$ cat src/rtl/heap_pair_fifo.sv
// Pair-input FIFO behind heap_rtl: drops sentinel words, stores real
// keys in arrival order and streams them out one word per cycle.
//
// Ports:
//   clk, rstn              clock, async active-low reset
//   clr                    sync clear of pointers, count and status
//   in_valid, din1, din2   heap output pair (din1 first in sort order)
//   m_valid, m_data        first-word-fall-through output
//   m_ready                consumer pop
//   count                  stored words (0..2^DEPTH_LOG2)
//   overflow               sticky, set when a real word is dropped
//   sentinel_cnt           saturating count of discarded sentinels
module heap_pair_fifo #(
  parameter int DATA_WIDTH = 16,
  parameter int KEY_WIDTH  = 12,
  parameter int DEPTH_LOG2 = 6
) (
  input  logic                  clk,
  input  logic                  rstn,
  input  logic                  clr,
  input  logic                  in_valid,
  input  logic [DATA_WIDTH-1:0] din1,
  input  logic [DATA_WIDTH-1:0] din2,
  output logic                  m_valid,
  output logic [DATA_WIDTH-1:0] m_data,
  input  logic                  m_ready,
  output logic [DEPTH_LOG2:0]   count,
  output logic                  overflow,
  output logic [15:0]           sentinel_cnt
);

  localparam int DEPTH = 1 << DEPTH_LOG2;
  localparam int CW    = DEPTH_LOG2 + 1;

  typedef logic [DEPTH_LOG2-1:0] ptr_t;

  if (KEY_WIDTH > DATA_WIDTH - 2) begin : g_bad_key
    $error("KEY_WIDTH overlaps the flag bits");
  end

  logic [DATA_WIDTH-1:0] mem [DEPTH];
  ptr_t                  rd_ptr;
  ptr_t                  wr_ptr;

  logic                  keep1;
  logic                  keep2;
  logic                  pop;
  logic                  drop;
  logic [1:0]            kept;
  logic [1:0]            n_sent;
  logic [1:0]            written;
  logic [CW-1:0]         free;
  logic [DATA_WIDTH-1:0] w0;
  logic [16:0]           sent_sum;

  always_comb begin
    keep1    = in_valid && (din1[DATA_WIDTH-1 -: 2] == 2'b00);
    keep2    = in_valid && (din2[DATA_WIDTH-1 -: 2] == 2'b00);
    kept     = {1'b0, keep1} + {1'b0, keep2};
    n_sent   = in_valid ? (2'd2 - kept) : 2'd0;
    // free is sampled before this cycle's pop: a pop never makes
    // room for words arriving in the same cycle
    free     = CW'(DEPTH) - count;
    drop     = free < CW'(kept);
    // when short of room, free is 0 or 1 so its low bits suffice
    written  = drop ? free[1:0] : kept;
    // first kept word, din1 has priority for the single slot
    w0       = keep1 ? din1 : din2;
    pop      = m_valid && m_ready;
    sent_sum = {1'b0, sentinel_cnt} + 17'(n_sent);
  end

  assign m_valid = (count != '0);
  assign m_data  = m_valid ? mem[rd_ptr] : '0;

  always_ff @(posedge clk) begin
    if (!clr) begin
      if (written != 2'd0) mem[wr_ptr] <= w0;
      if (written == 2'd2) mem[wr_ptr + ptr_t'(1)] <= din2;
    end
  end

  always_ff @(posedge clk or negedge rstn) begin
    if (!rstn) begin
      rd_ptr       <= '0;
      wr_ptr       <= '0;
      count        <= '0;
      overflow     <= 1'b0;
      sentinel_cnt <= '0;
    end else if (clr) begin
      rd_ptr       <= '0;
      wr_ptr       <= '0;
      count        <= '0;
      overflow     <= 1'b0;
      sentinel_cnt <= '0;
    end else begin
      wr_ptr <= wr_ptr + ptr_t'(written);
      rd_ptr <= rd_ptr + ptr_t'(pop);
      count  <= count + CW'(written) - CW'(pop);
      if (drop) overflow <= 1'b1;
      sentinel_cnt <= sent_sum[16] ? 16'hFFFF : sent_sum[15:0];
    end
  end

endmodule

$ cat config.mk
export PLATFORM = sky130hd
export DESIGN_NAME = heap_pair_fifo
export DESIGN_NICKNAME = d
export VERILOG_FILES = /design/src/rtl/heap_pair_fifo.sv
export SDC_FILE = /design/constraint.sdc
export NUM_CORES = 2
export LEC_CHECK = 0
export CELL_PAD_IN_SITES_DETAIL_PLACEMENT = 1
export CELL_PAD_IN_SITES_GLOBAL_PLACEMENT = 2
export CORE_ASPECT_RATIO = 2
export CORE_MARGIN = 5
export CORE_UTILIZATION = 42
export DETAILED_ROUTE_END_ITERATION = 10
export GPL_ROUTABILITY_DRIVEN = 0
export PLACE_DENSITY_LB_ADDON = 0.08
export SLEW_MARGIN = 20
export SYNTH_ARGS = -nofsm -noshare
export SYNTH_HDL_FRONTEND = slang
export SYNTH_SLANG_ARGS = --single-unit
$ cat constraint.sdc
create_clock -name clk -period 6.9 [get_ports clk]
set_input_delay 1.38 -clock clk [delete_from_list [all_inputs] [get_ports clk]]
set_output_delay 1.38 -clock clk [all_outputs]
set_load 0.02 [all_outputs]
==> metrics.md <==
| Metric | Value |
|---|---|
| # Post-CTS Setup Buffers | `0` |
| Core Rows | `186` |
| Filler cell count | `12500` |
| Post-CTS Resized | `0` |
| Final wirelength | `207 mm` |
| Fin worst setup slack | `876 ps` |
| Chip width | `264 µm` |
| Post-synth EDFFs | `1024` |
| Final HPWL DP | `139 mm` |
| Synthesized Nets | `3911` |
| Top cell type's share of synthesized area | `56.9%` |
| Post-Syn Area | `0.0541 mm²` |
| Power density over cell area | `285 mW/mm²` |
| IO Pins | `78` |
| Avg Synthesized Cell Area | `14.0 µm²` |
| Placed cell area | `0.0568 mm²` |
| Starting density of the core | `42.2%` |
| Final ANT Viol Nets | `0` |
| CTS Buf Count | `101` |
| Highest routed layer | `met4` |
| WP data arrival | `4640 ps` |
| Final TNS setup | `0 ps` |
| P_int | `12.0 mW` |
| Final worst path period share | `87.3%` |
| R2r worst-path depth | `10` |
| Synth warn | `0` |
| Number of global-route vias before repair | `36400` |
| DR WL/cell | `37.3 µm` |
| Unique masters post-synth | `60` |
| Sequential element share of the synthesized area | `58.6%` |
| Worst EP required | `5520 ps` |
| Synth top area cells | `edfxtp_1, mux4_2, mux2_2` |
| Max Freq | `0.166 GHz` |
| Max incr delay on CP | `730 ps` |
| Die area | `0.136 mm²` |
| Cell mode on critical path | `mux4_2` |
| CTS tree | `done` |
| Relative slew slack | `13.9%` |
| Sequential Power Share | `42.3%` |
| Synth async-reset ratio | `3.40%` |
| Clk sink count | `1060` |
| Number of hold buffers added after cts | `0` |
| Largest net degree at the start of global routing | `83` |
| Crit path max fanout | `24` |
| Switching Fraction | `30.3%` |
| Share of layout cells above drive strength 1 | `32.0%` |
| H-tree depth | `3` |
| Slew Limit Fails | `0` |
| Via Count | `34400` |
| Core footprint | `0.128 mm²` |
| Clk slew on worst S/H paths | `60 ps` |
| Dpl ws | `366 ps` |
| Clock network power share | `34.3%` |
| Status | `completed` |
| CP delay by family, top | `multiplexers` |
| Worst clock skew | `26.7 ps` |
| Cell count of the worst hold path | `2` |
| Drt drc | `0` |
| Met2 WL | `105 mm` |
| Initial antenna violation count | `10` |
| Most used flip-flop cell after synthesis | `edfxtp_1` |
| CTS Root Buffer Type | `clkbuf_16` |
| Crit path time final | `6020 ps` |
| Skew-Pair Late Insertion Delay | `730 ps` |
| Hold_ws | `563 ps` |
| Vias per cell | `6.22` |
| Cell count along the critical path | `6` |
| Total Routing Usage GR | `29.8%` |
| Port Buffer Count | `77` |
| Final setup violation count | `0` |
| Area leader, netlist | `edfxtp_1` |
| 1st-iter DRT viols | `3370` |
| GRT Residual Overflow | `0` |
| Net count, final | `3813` |
| Detail Route met3 WL | `10.3 mm` |
| DRT Pass-1 Iters | `5` |
| Max Root-Sink Buffers | `3` |
| Synth Register Bits | `1060` |
| Hold Path Class | `register to register` |
| CP max-delay cell | `dfrtp_4` |
| RSZ-0062 raised after global routing | `false` |
| DIE HEIGHT | `517 µm` |
| WS Path Type | `register to primary output` |
| MaxCap Viol Count | `0` |
| Comb power frac | `23.4%` |
| Final Cell Area | `0.0602 mm²` |
| Worst slew pin tran | `1290 ps` |
| Setup crit end kind | `primary output` |
| Most frequent cells after synthesis | `edfxtp_1, nor2_1, a21oi_1` |
| Critical Path Start Type | `register` |
| Switching power | `5.19 mW` |
| Hold Violations, Final | `0` |
| Buffers and inverters on the worst path | `2` |
| First-pass GRT wire length | `288 mm` |
| Area Growth Syn to Fin | `11.4%` |
| Crit-path cells | `buf_4 > mux4_2 > mux4_2 > mux2i_1 > o22ai_1 > clkdlybuf4s50_1` |
| Peak supply drop | `0.000177 V` |
| Top-count cell post-synth | `edfxtp_1` |
| Metal-1 WL | `68.1 mm` |
| Leakage | `19.4 nW` |
| Cells after Synth | `3851` |
[worst min-delay path: cells and delay by family (launching register included)]
kind                      cells  cell delay, ps
DFF                           1             370
and+or+nand+nor               1              90
xor gates and xnor gates      1              70
[logic make-up after synthesis]
kind of cell	Yosys count	synth area share (%)
xor+xnor	26	0.421
compound gates	744	7.74
simple gates	705	5.47
buf+inv	472	3.60
mux	821	23.7
fa+ha+maj	23	0.560
flops	1060	58.6
[per-stage QoR]
step / std cells / total power [mW] / util (%)
2_1_floorplan: 3851 / 9.60 / -
3_3_place_gp: 5342 / 11.4 / 44.3
3_5_place_dp: 5342 / 11.4 / 44.3
4_1_cts: 5530 / 17.3 / 47.0
5_1_grt: 5533 / 17.6 / 47.0
6_report: 5537 / 17.2 / 47.0
[per-layer routing]
layer  vias up  GRT usage [%]
met5         -              0
met4         0           25.7
met3       499           3.35
met2      1352           52.3
met1     18100           31.9
li1      14500              -
[flip-flops by register name, summed over array words and instances (netlist names)]
name / count
overflow: 1
rd_ptr: 6
sentinel_cnt: 16
mem: 1024
wr_ptr: 6
count: 7
[worst paths after layout]
check                                    start  slack [ps]                          to
setup / recovery           rd_ptr[0]$_DFF_PN0_         880                   m_data[0]
hold reg to reg            rd_ptr[5]$_DFF_PN0_         560         rd_ptr[5]$_DFF_PN0_
hold / removal             rd_ptr[5]$_DFF_PN0_         560         rd_ptr[5]$_DFF_PN0_
min in group asynchronous                 rstn         780  sentinel_cnt[14]$_DFF_PN0_
max in group asynchronous                 rstn        5400         rd_ptr[1]$_DFF_PN0_
setup reg to reg            count[0]$_DFF_PN0_        2010       mem[19][13]$_DFFE_PP_
[placed cells by master, fill, tap and decap left out, drive strengths merged, types with 4 or more instances in the layout]
| cell type | netlist | layout |
|---|---|---|
| o21bai | 7 | 7 |
| clkdlybuf4s50 | 0 | 59 |
| nor3 | 12 | 12 |
| xor2 | 11 | 11 |
| clkinvlp | 0 | 12 |
| edfxtp | 1024 | 1024 |
| o21ai | 85 | 85 |
| xnor2 | 15 | 15 |
| a21oi | 474 | 474 |
| bufinv | 0 | 14 |
| a21boi | 109 | 109 |
| nand3 | 20 | 20 |
| inv | 21 | 26 |
| and2 | 6 | 6 |
| clkbuf | 313 | 118 |
| buf | 137 | 190 |
| nor2 | 525 | 525 |
| mux2 | 452 | 452 |
| clkinv | 1 | 40 |
| diode | 0 | 7 |
| o21a | 20 | 20 |
| nand3b | 6 | 6 |
| o2111ai | 5 | 5 |
| a22o | 5 | 5 |
| dfrtp | 36 | 36 |
| nand2b | 4 | 4 |
| nor2b | 12 | 12 |
| mux4 | 320 | 320 |
| and3 | 5 | 5 |
| ha | 21 | 21 |
| o22ai | 23 | 23 |
| nand4 | 4 | 4 |
| mux2i | 49 | 49 |
| a31oi | 4 | 4 |
| nand2 | 95 | 95 |
[power by group through the flow]
stage | logic, mW | clock network (mW) | registers (mW)
2_1_floorplan | 2.28 | 0 | 7.32
3_3_place_gp | 3.96 | 0 | 7.39
3_5_place_dp | 4.02 | 0 | 7.40
4_1_cts | 4.03 | 5.99 | 7.26
5_1_grt | 4.10 | 6.23 | 7.25
6_report | 4.01 | 5.89 | 7.25
[layout make-up]
cell class | count | area, µm² | share of cell area [%]
multi-input cells | 2319 | 20900 | 34.7
diodes | 7 | 17.5 | 0.0291
inverters | 22 | 83.8 | 0.139
flip-flops and latches | 1060 | 31700 | 52.6
clock inverters | 70 | 787 | 1.31
repair buffers | 249 | 2080 | 3.46
clock buffers | 118 | 2590 | 4.30
well taps | 1692 | 2120 | 3.52
(Power assumes the default switching activity.)
